--- config.mk ---
export PLATFORM = sky130hd
export DESIGN_NAME = score_reader
export DESIGN_NICKNAME = d
export VERILOG_FILES = /design/src/rtl/score_reader.sv
export SDC_FILE = /design/constraint.sdc
export NUM_CORES = 1
export LEC_CHECK = 0
export ABC_CLOCK_PERIOD_IN_PS = 3250
export CAP_MARGIN = 40
export CORE_ASPECT_RATIO = 1.25
export CORE_MARGIN = 5
export CORE_UTILIZATION = 54
export CTS_CLUSTER_SIZE = 16
export DETAILED_ROUTE_END_ITERATION = 10
export GPL_TIMING_DRIVEN = 0
export MAX_ROUTING_LAYER = met4
export PLACE_DENSITY = 0.85
export REMOVE_ABC_BUFFERS = 1
export SLEW_MARGIN = 20
export SYNTH_ARGS = -nofsm -noshare
export SYNTH_HDL_FRONTEND = slang
export SYNTH_SLANG_ARGS = --single-unit
--- constraint.sdc ---
create_clock -name i_clk -period 3.25 [get_ports i_clk]
set_clock_uncertainty 0.05 [all_clocks]
set_input_delay 0.4875 -clock i_clk [delete_from_list [all_inputs] [get_ports i_clk]]
set_output_delay 0.4875 -clock i_clk [all_outputs]
set_load 0.01 [all_outputs]
--- src/rtl/score_reader.sv ---
// score_reader: walks the score RAM after the game ends. Each stored
// score is shown for a fixed dwell time. While walking, the block tracks
// the highest score and the index where that score first appears.
//
// Optional build macro: SCORE_READER_BCD_EN
//   Defined: adds o_score_bcd, a three-digit BCD copy of o_cur_score
//   (hundreds in [11:8]). It is derived combinationally from the
//   registered score, so it changes together with o_score_valid.
//   This option needs DATA_W = 8.
//
// state  | meaning
// -------+--------------------------------------------------------------
// IDLE   | waiting for i_start; outputs hold the results of the last scan
// ADDR   | presents the read address and raises read enable for one cycle
// WAIT   | RAM data returns; capture score/index and update the high score
// DWELL  | hold the captured entry for DWELL_CYCLES cycles
// DONE   | one-cycle completion pulse, then back to IDLE

module score_reader #(
    parameter int ADDR_W       = 5,
    parameter int DATA_W       = 8,
    parameter int DWELL_CYCLES = 50000000
) (
    input  logic              i_clk,
    input  logic              i_rst,
    input  logic              i_start,
    input  logic [ADDR_W:0]   i_num_entries,
    output logic [ADDR_W-1:0] o_rd_address,
    output logic              o_rden,
    input  logic [DATA_W-1:0] i_q,
    output logic [DATA_W-1:0] o_cur_score,
    output logic [ADDR_W-1:0] o_cur_index,
    output logic              o_score_valid,
    output logic [DATA_W-1:0] o_high_score,
    output logic [ADDR_W-1:0] o_high_index,
`ifdef SCORE_READER_BCD_EN
    output logic [11:0]       o_score_bcd,
`endif
    output logic              o_busy,
    output logic              o_done
);

    // The dwell counter only has to reach DWELL_CYCLES-1. Keep at least
    // one bit so that DWELL_CYCLES = 1 still gives a legal vector.
    localparam int CNT_W = (DWELL_CYCLES > 1) ? $clog2(DWELL_CYCLES) : 1;
    localparam logic [CNT_W-1:0]  DWELL_LAST = CNT_W'(DWELL_CYCLES - 1);
    localparam logic [ADDR_W:0]   MAX_ENTRIES = {1'b1, {ADDR_W{1'b0}}};

    typedef enum logic [2:0] {
        S_IDLE  = 3'd0,
        S_ADDR  = 3'd1,
        S_WAIT  = 3'd2,
        S_DWELL = 3'd3,
        S_DONE  = 3'd4
    } state_t;

    state_t             r_state;
    state_t             w_state_nxt;

    logic [ADDR_W-1:0]  r_idx;
    logic [ADDR_W:0]    r_count;
    logic [CNT_W-1:0]   r_dwell_cnt;

    logic [DATA_W-1:0]  r_cur_score;
    logic [ADDR_W-1:0]  r_cur_index;
    logic               r_score_valid;
    logic [DATA_W-1:0]  r_high_score;
    logic [ADDR_W-1:0]  r_high_index;

    logic [ADDR_W:0]    w_num_clamped;
    logic [ADDR_W:0]    w_idx_plus1;
    logic               w_last_entry;
    logic               w_dwell_last;
    logic               w_accept;

    // The requested count is clamped so that the index never wraps
    // past the top of the RAM.
    assign w_num_clamped = (i_num_entries > MAX_ENTRIES) ? MAX_ENTRIES : i_num_entries;

    // The index is widened by one bit before the increment. Without this,
    // the last entry of a full RAM would wrap to zero in the comparison.
    assign w_idx_plus1  = {1'b0, r_idx} + (ADDR_W+1)'(1);
    assign w_last_entry = (w_idx_plus1 == r_count);
    assign w_dwell_last = (r_dwell_cnt == DWELL_LAST);
    assign w_accept     = (r_state == S_IDLE) && i_start;

    // State register
    always_ff @(posedge i_clk or posedge i_rst) begin
        if (i_rst) begin
            r_state <= S_IDLE;
        end else begin
            r_state <= w_state_nxt;
        end
    end

    // Next-state decode. A start request outside IDLE is simply ignored.
    always_comb begin
        w_state_nxt = r_state;
        case (r_state)
            S_IDLE: begin
                if (i_start) begin
                    w_state_nxt = (w_num_clamped == '0) ? S_DONE : S_ADDR;
                end
            end
            S_ADDR:  w_state_nxt = S_WAIT;
            S_WAIT:  w_state_nxt = S_DWELL;
            S_DWELL: begin
                if (w_dwell_last) begin
                    w_state_nxt = w_last_entry ? S_DONE : S_ADDR;
                end
            end
            S_DONE:  w_state_nxt = S_IDLE;
            default: w_state_nxt = S_IDLE;
        endcase
    end

    // Scan bookkeeping: latched count, walking index and dwell timer
    always_ff @(posedge i_clk or posedge i_rst) begin
        if (i_rst) begin
            r_count     <= '0;
            r_idx       <= '0;
            r_dwell_cnt <= '0;
        end else begin
            if (w_accept) begin
                r_count <= w_num_clamped;
                r_idx   <= '0;
            end

            if (r_state == S_WAIT) begin
                r_dwell_cnt <= '0;
            end else if (r_state == S_DWELL) begin
                if (w_dwell_last) begin
                    if (!w_last_entry) begin
                        r_idx <= r_idx + ADDR_W'(1);
                    end
                end else begin
                    r_dwell_cnt <= r_dwell_cnt + CNT_W'(1);
                end
            end
        end
    end

    // Capture the returned score and keep the running high score.
    // The comparison is strict, so a tie keeps the earlier index.
    always_ff @(posedge i_clk or posedge i_rst) begin
        if (i_rst) begin
            r_cur_score   <= '0;
            r_cur_index   <= '0;
            r_score_valid <= 1'b0;
            r_high_score  <= '0;
            r_high_index  <= '0;
        end else begin
            r_score_valid <= 1'b0;

            if (w_accept) begin
                r_high_score <= '0;
                r_high_index <= '0;
            end

            if (r_state == S_WAIT) begin
                r_cur_score   <= i_q;
                r_cur_index   <= r_idx;
                r_score_valid <= 1'b1;
                if (i_q > r_high_score) begin
                    r_high_score <= i_q;
                    r_high_index <= r_idx;
                end
            end
        end
    end

    // Every output comes straight from a register or from a decode of
    // the state register. Reset therefore clears them at once, without
    // waiting for a clock edge.
    assign o_rd_address  = r_idx;
    assign o_rden        = (r_state == S_ADDR);
    assign o_cur_score   = r_cur_score;
    assign o_cur_index   = r_cur_index;
    assign o_score_valid = r_score_valid;
    assign o_high_score  = r_high_score;
    assign o_high_index  = r_high_index;
    assign o_busy        = (r_state != S_IDLE);
    assign o_done        = (r_state == S_DONE);

`ifdef SCORE_READER_BCD_EN
    logic [3:0] w_bcd_hund;
    logic [3:0] w_bcd_tens;
    logic [3:0] w_bcd_ones;

    // Decimal digits of the displayed score. The score is registered,
    // so these digits line up with o_score_valid.
    always_comb begin
        w_bcd_hund = 4'(r_cur_score / DATA_W'(100));
        w_bcd_tens = 4'((r_cur_score / DATA_W'(10)) % DATA_W'(10));
        w_bcd_ones = 4'(r_cur_score % DATA_W'(10));
    end

    assign o_score_bcd = {w_bcd_hund, w_bcd_tens, w_bcd_ones};
`endif

endmodule

==> metrics.csv <==
metric,value,unit
dpl.hpwl,5680,µm
synth_area_per_cell,9.42,µm²
period_share,0.820,
totalWireLength,7910,µm
cts_buffers,9,
synth-edff-count,0,
initial_core_util,0.553,
cts_sinks,67,
final.min_clock_period,2.66,ns
grt_pass1_wl,13800,µm
worst-path-max-fanout,7,
p_total,3.17,mW
max_stage_delay,0.47,ns
setup_ws,0.587,ns
synth.distinct_cells,43,
rrSetupSlack,0.62,ns
via_count,2836,
clk_latency,0.34,ns
clkPwrFrac,0.213,
syn_area,3410,µm²
fin_area,4270,µm²
fp.dieArea,8020,µm²
drtAntennaViolNets,0,
antenna_found_initial,0,
gr-total-overflow,0,
synth_largest_area_cell,dfrtp_1,
cts_max_level,3,
cp-end-kind,flip-flop,
coreArea,6170,µm²
viasPerCell,5.60,
worst_hold_path_type,in2async,
ys.warnings.count,0,
crit_type,in2reg,
diodes,0,
p_int,2.01,mW
mostFrequentLayoutCell,dfrtp_1,
nets,443,
p_seq_frac,0.384,
outcome,"finished, final reports clean",
ys_ff_latch,67,
place_ws,0.252,ns
slew_headroom,0.468,
worstPathArrival,2.84,ns
ys_dominant_reg_cell,dfrtp_1,
cts_tree,done,
p_switching,1.16,mW
powerDensity,742,nW/µm²
grt_max_degree,56,
final_cell_mix,"67 x dfrtp_1, 61 x nand2_1, 51 x clkdlybuf4s50_1",
row_count,32,
track_usage,0.225,
ys_seq_area_frac,0.492,
setup-violations-final,0,
timing.fmax,375,MHz
crit_family,compound AO/OA/AOI/OAI gates,
max-cap-violations,0,
dpl_cell_area,4080,µm²
critical_path_required,3.43,ns
areaGrowthSynthToFinish,25.2,%
cts_resized,0,
ir_drop,0.584,mV
synthArstFlopShare,1.00,
crit_buf_inv,2,
finalSetupTns,0,ns
worst_pin_slew,0.793,ns
firstDrtPassIters,4,
slowest_stage,clkdlybuf4s50_1,
io_pins,52,
rsz0062_at_grt,no,
drc,0,
p_comb_frac,0.404,
holdBufCountCts,0,
clk_path_buf_depth,2,
slew_viol_final,0,
whs,0.348,ns
leakage,1.91,nW
switching_share,0.367,
root_buffer,clkbuf_8,
drtIter0Drc,158,
die_y,98.9,µm
place.gp.congestion,0.843,
numPortBuffers,51,
finalHoldViolations,0,
nFillCells,482,
netlist.area_leader.share,0.492,
grt_pass1_vias,3015,
post_cts_buffers,0,
cp_cell_sequence,clkdlybuf4s50_1 -> ha_1 -> nor2b_1 -> o21a_1 -> o21ai_0 -> a21oi_1 -> o31ai_4 -> buf_6 -> mux2_2,
startpoint_type,primary input,
clk_pin_slew,0.08,ns
die_x,81.1,µm
netlist_instances,362,
wl_per_cell,15.6,µm
drive_gt1_frac,0.0903,
synth.area.top_cells,"dfrtp_1 49%, nand2_1 6.7%, xnor2_1 4.6%",
==> through the flow <==
stage                     instances  utilization
after floorplan                 350            -
after global placement          486        0.645
after detailed placement        490        0.661
after CTS                       506        0.693
after global routing            506        0.693
final                           506        0.693
==> cell usage after synthesis, types with 3 or more instances <==
master	n
a21oi_1	15
buf_2	4
clkbuf_1	7
dfrtp_1	67
ha_1	10
inv_1	23
mux2_2	8
mux2i_1	11
nand2_1	61
nand2b_1	6
nand3_1	16
nand4_1	4
nor2_1	25
nor3_1	17
nor3b_1	3
nor4_1	5
o211ai_1	3
o21ai_0	21
o31ai_1	3
or3_1	5
xnor2_1	18
xor2_1	5
==> routing by layer <==
metal  part of all wire  vias to the layer above  global-route usage
li1                   -                     1336                   -
met1               0.41                     1403               0.257
met2               0.52                       76               0.368
met3              0.041                       21              0.0567
met4              0.027                        0               0.103
met5                  0                        -                   -
==> final timing paths <==
path,depth (start not counted),end,startpoint
worst max-delay path,9,o_high_score[3]$_DFF_PP0_,i_q[1]
worst min-delay path,2,r_dwell_cnt[21]$_DFFE_PP0P_,i_rst
worst max register to register,7,o_rd_address[3]$_DFF_PP0_,r_dwell_cnt[0]$_DFFE_PP0P_
worst min register to register,2,o_cur_score[3]$_DFFE_PP0P_,o_cur_score[3]$_DFFE_PP0P_
max in group asynchronous,3,o_cur_score[4]$_DFFE_PP0P_,i_rst
min in group i_clk,2,o_cur_score[3]$_DFFE_PP0P_,o_cur_score[3]$_DFFE_PP0P_
==> flip-flops by register name, summed over array words and instances (netlist names) <==
signal and flops:
o_cur_index 5, r_count 6, o_score_valid 1, o_rd_address 5, o_cur_score 8, o_high_index 5
r_state 3, o_high_score 8, r_dwell_cnt 26
==> power by group through the flow <==
stage | clock network [mW] | logic (mW) | registers, mW
after global placement | 0 | 1.15 | 1.21
after floorplan | 0 | 0.618 | 1.26
after CTS | 0.685 | 1.29 | 1.21
after global routing | 0.720 | 1.41 | 1.25
after detailed placement | 0 | 1.28 | 1.23
final | 0.674 | 1.28 | 1.22
==> final cells by class <==
type | instances | area [µm²] | share of cell area
flip-flops and latches | 67 | 1680 | 0.393
multi-input cells | 259 | 1630 | 0.381
repair buffers | 55 | 576 | 0.135
clock buffers | 9 | 124 | 0.0290
well taps | 85 | 106 | 0.0249
inverters | 24 | 92.6 | 0.0217
clock inverters | 7 | 68.8 | 0.0161
==> kinds of logic (layout without fill, tap and decap cells) <==
logic type	Yosys count	count (layout)	synth area share
compound gates	50	50	0.0840
mux	19	19	0.0587
flops	67	67	0.492
simple gates	157	157	0.229
buf+inv	36	95	0.0411
fa+ha+maj	10	10	0.0367
xor+xnor	23	23	0.0591
Note: power is estimated with default switching activity, not from simulation.
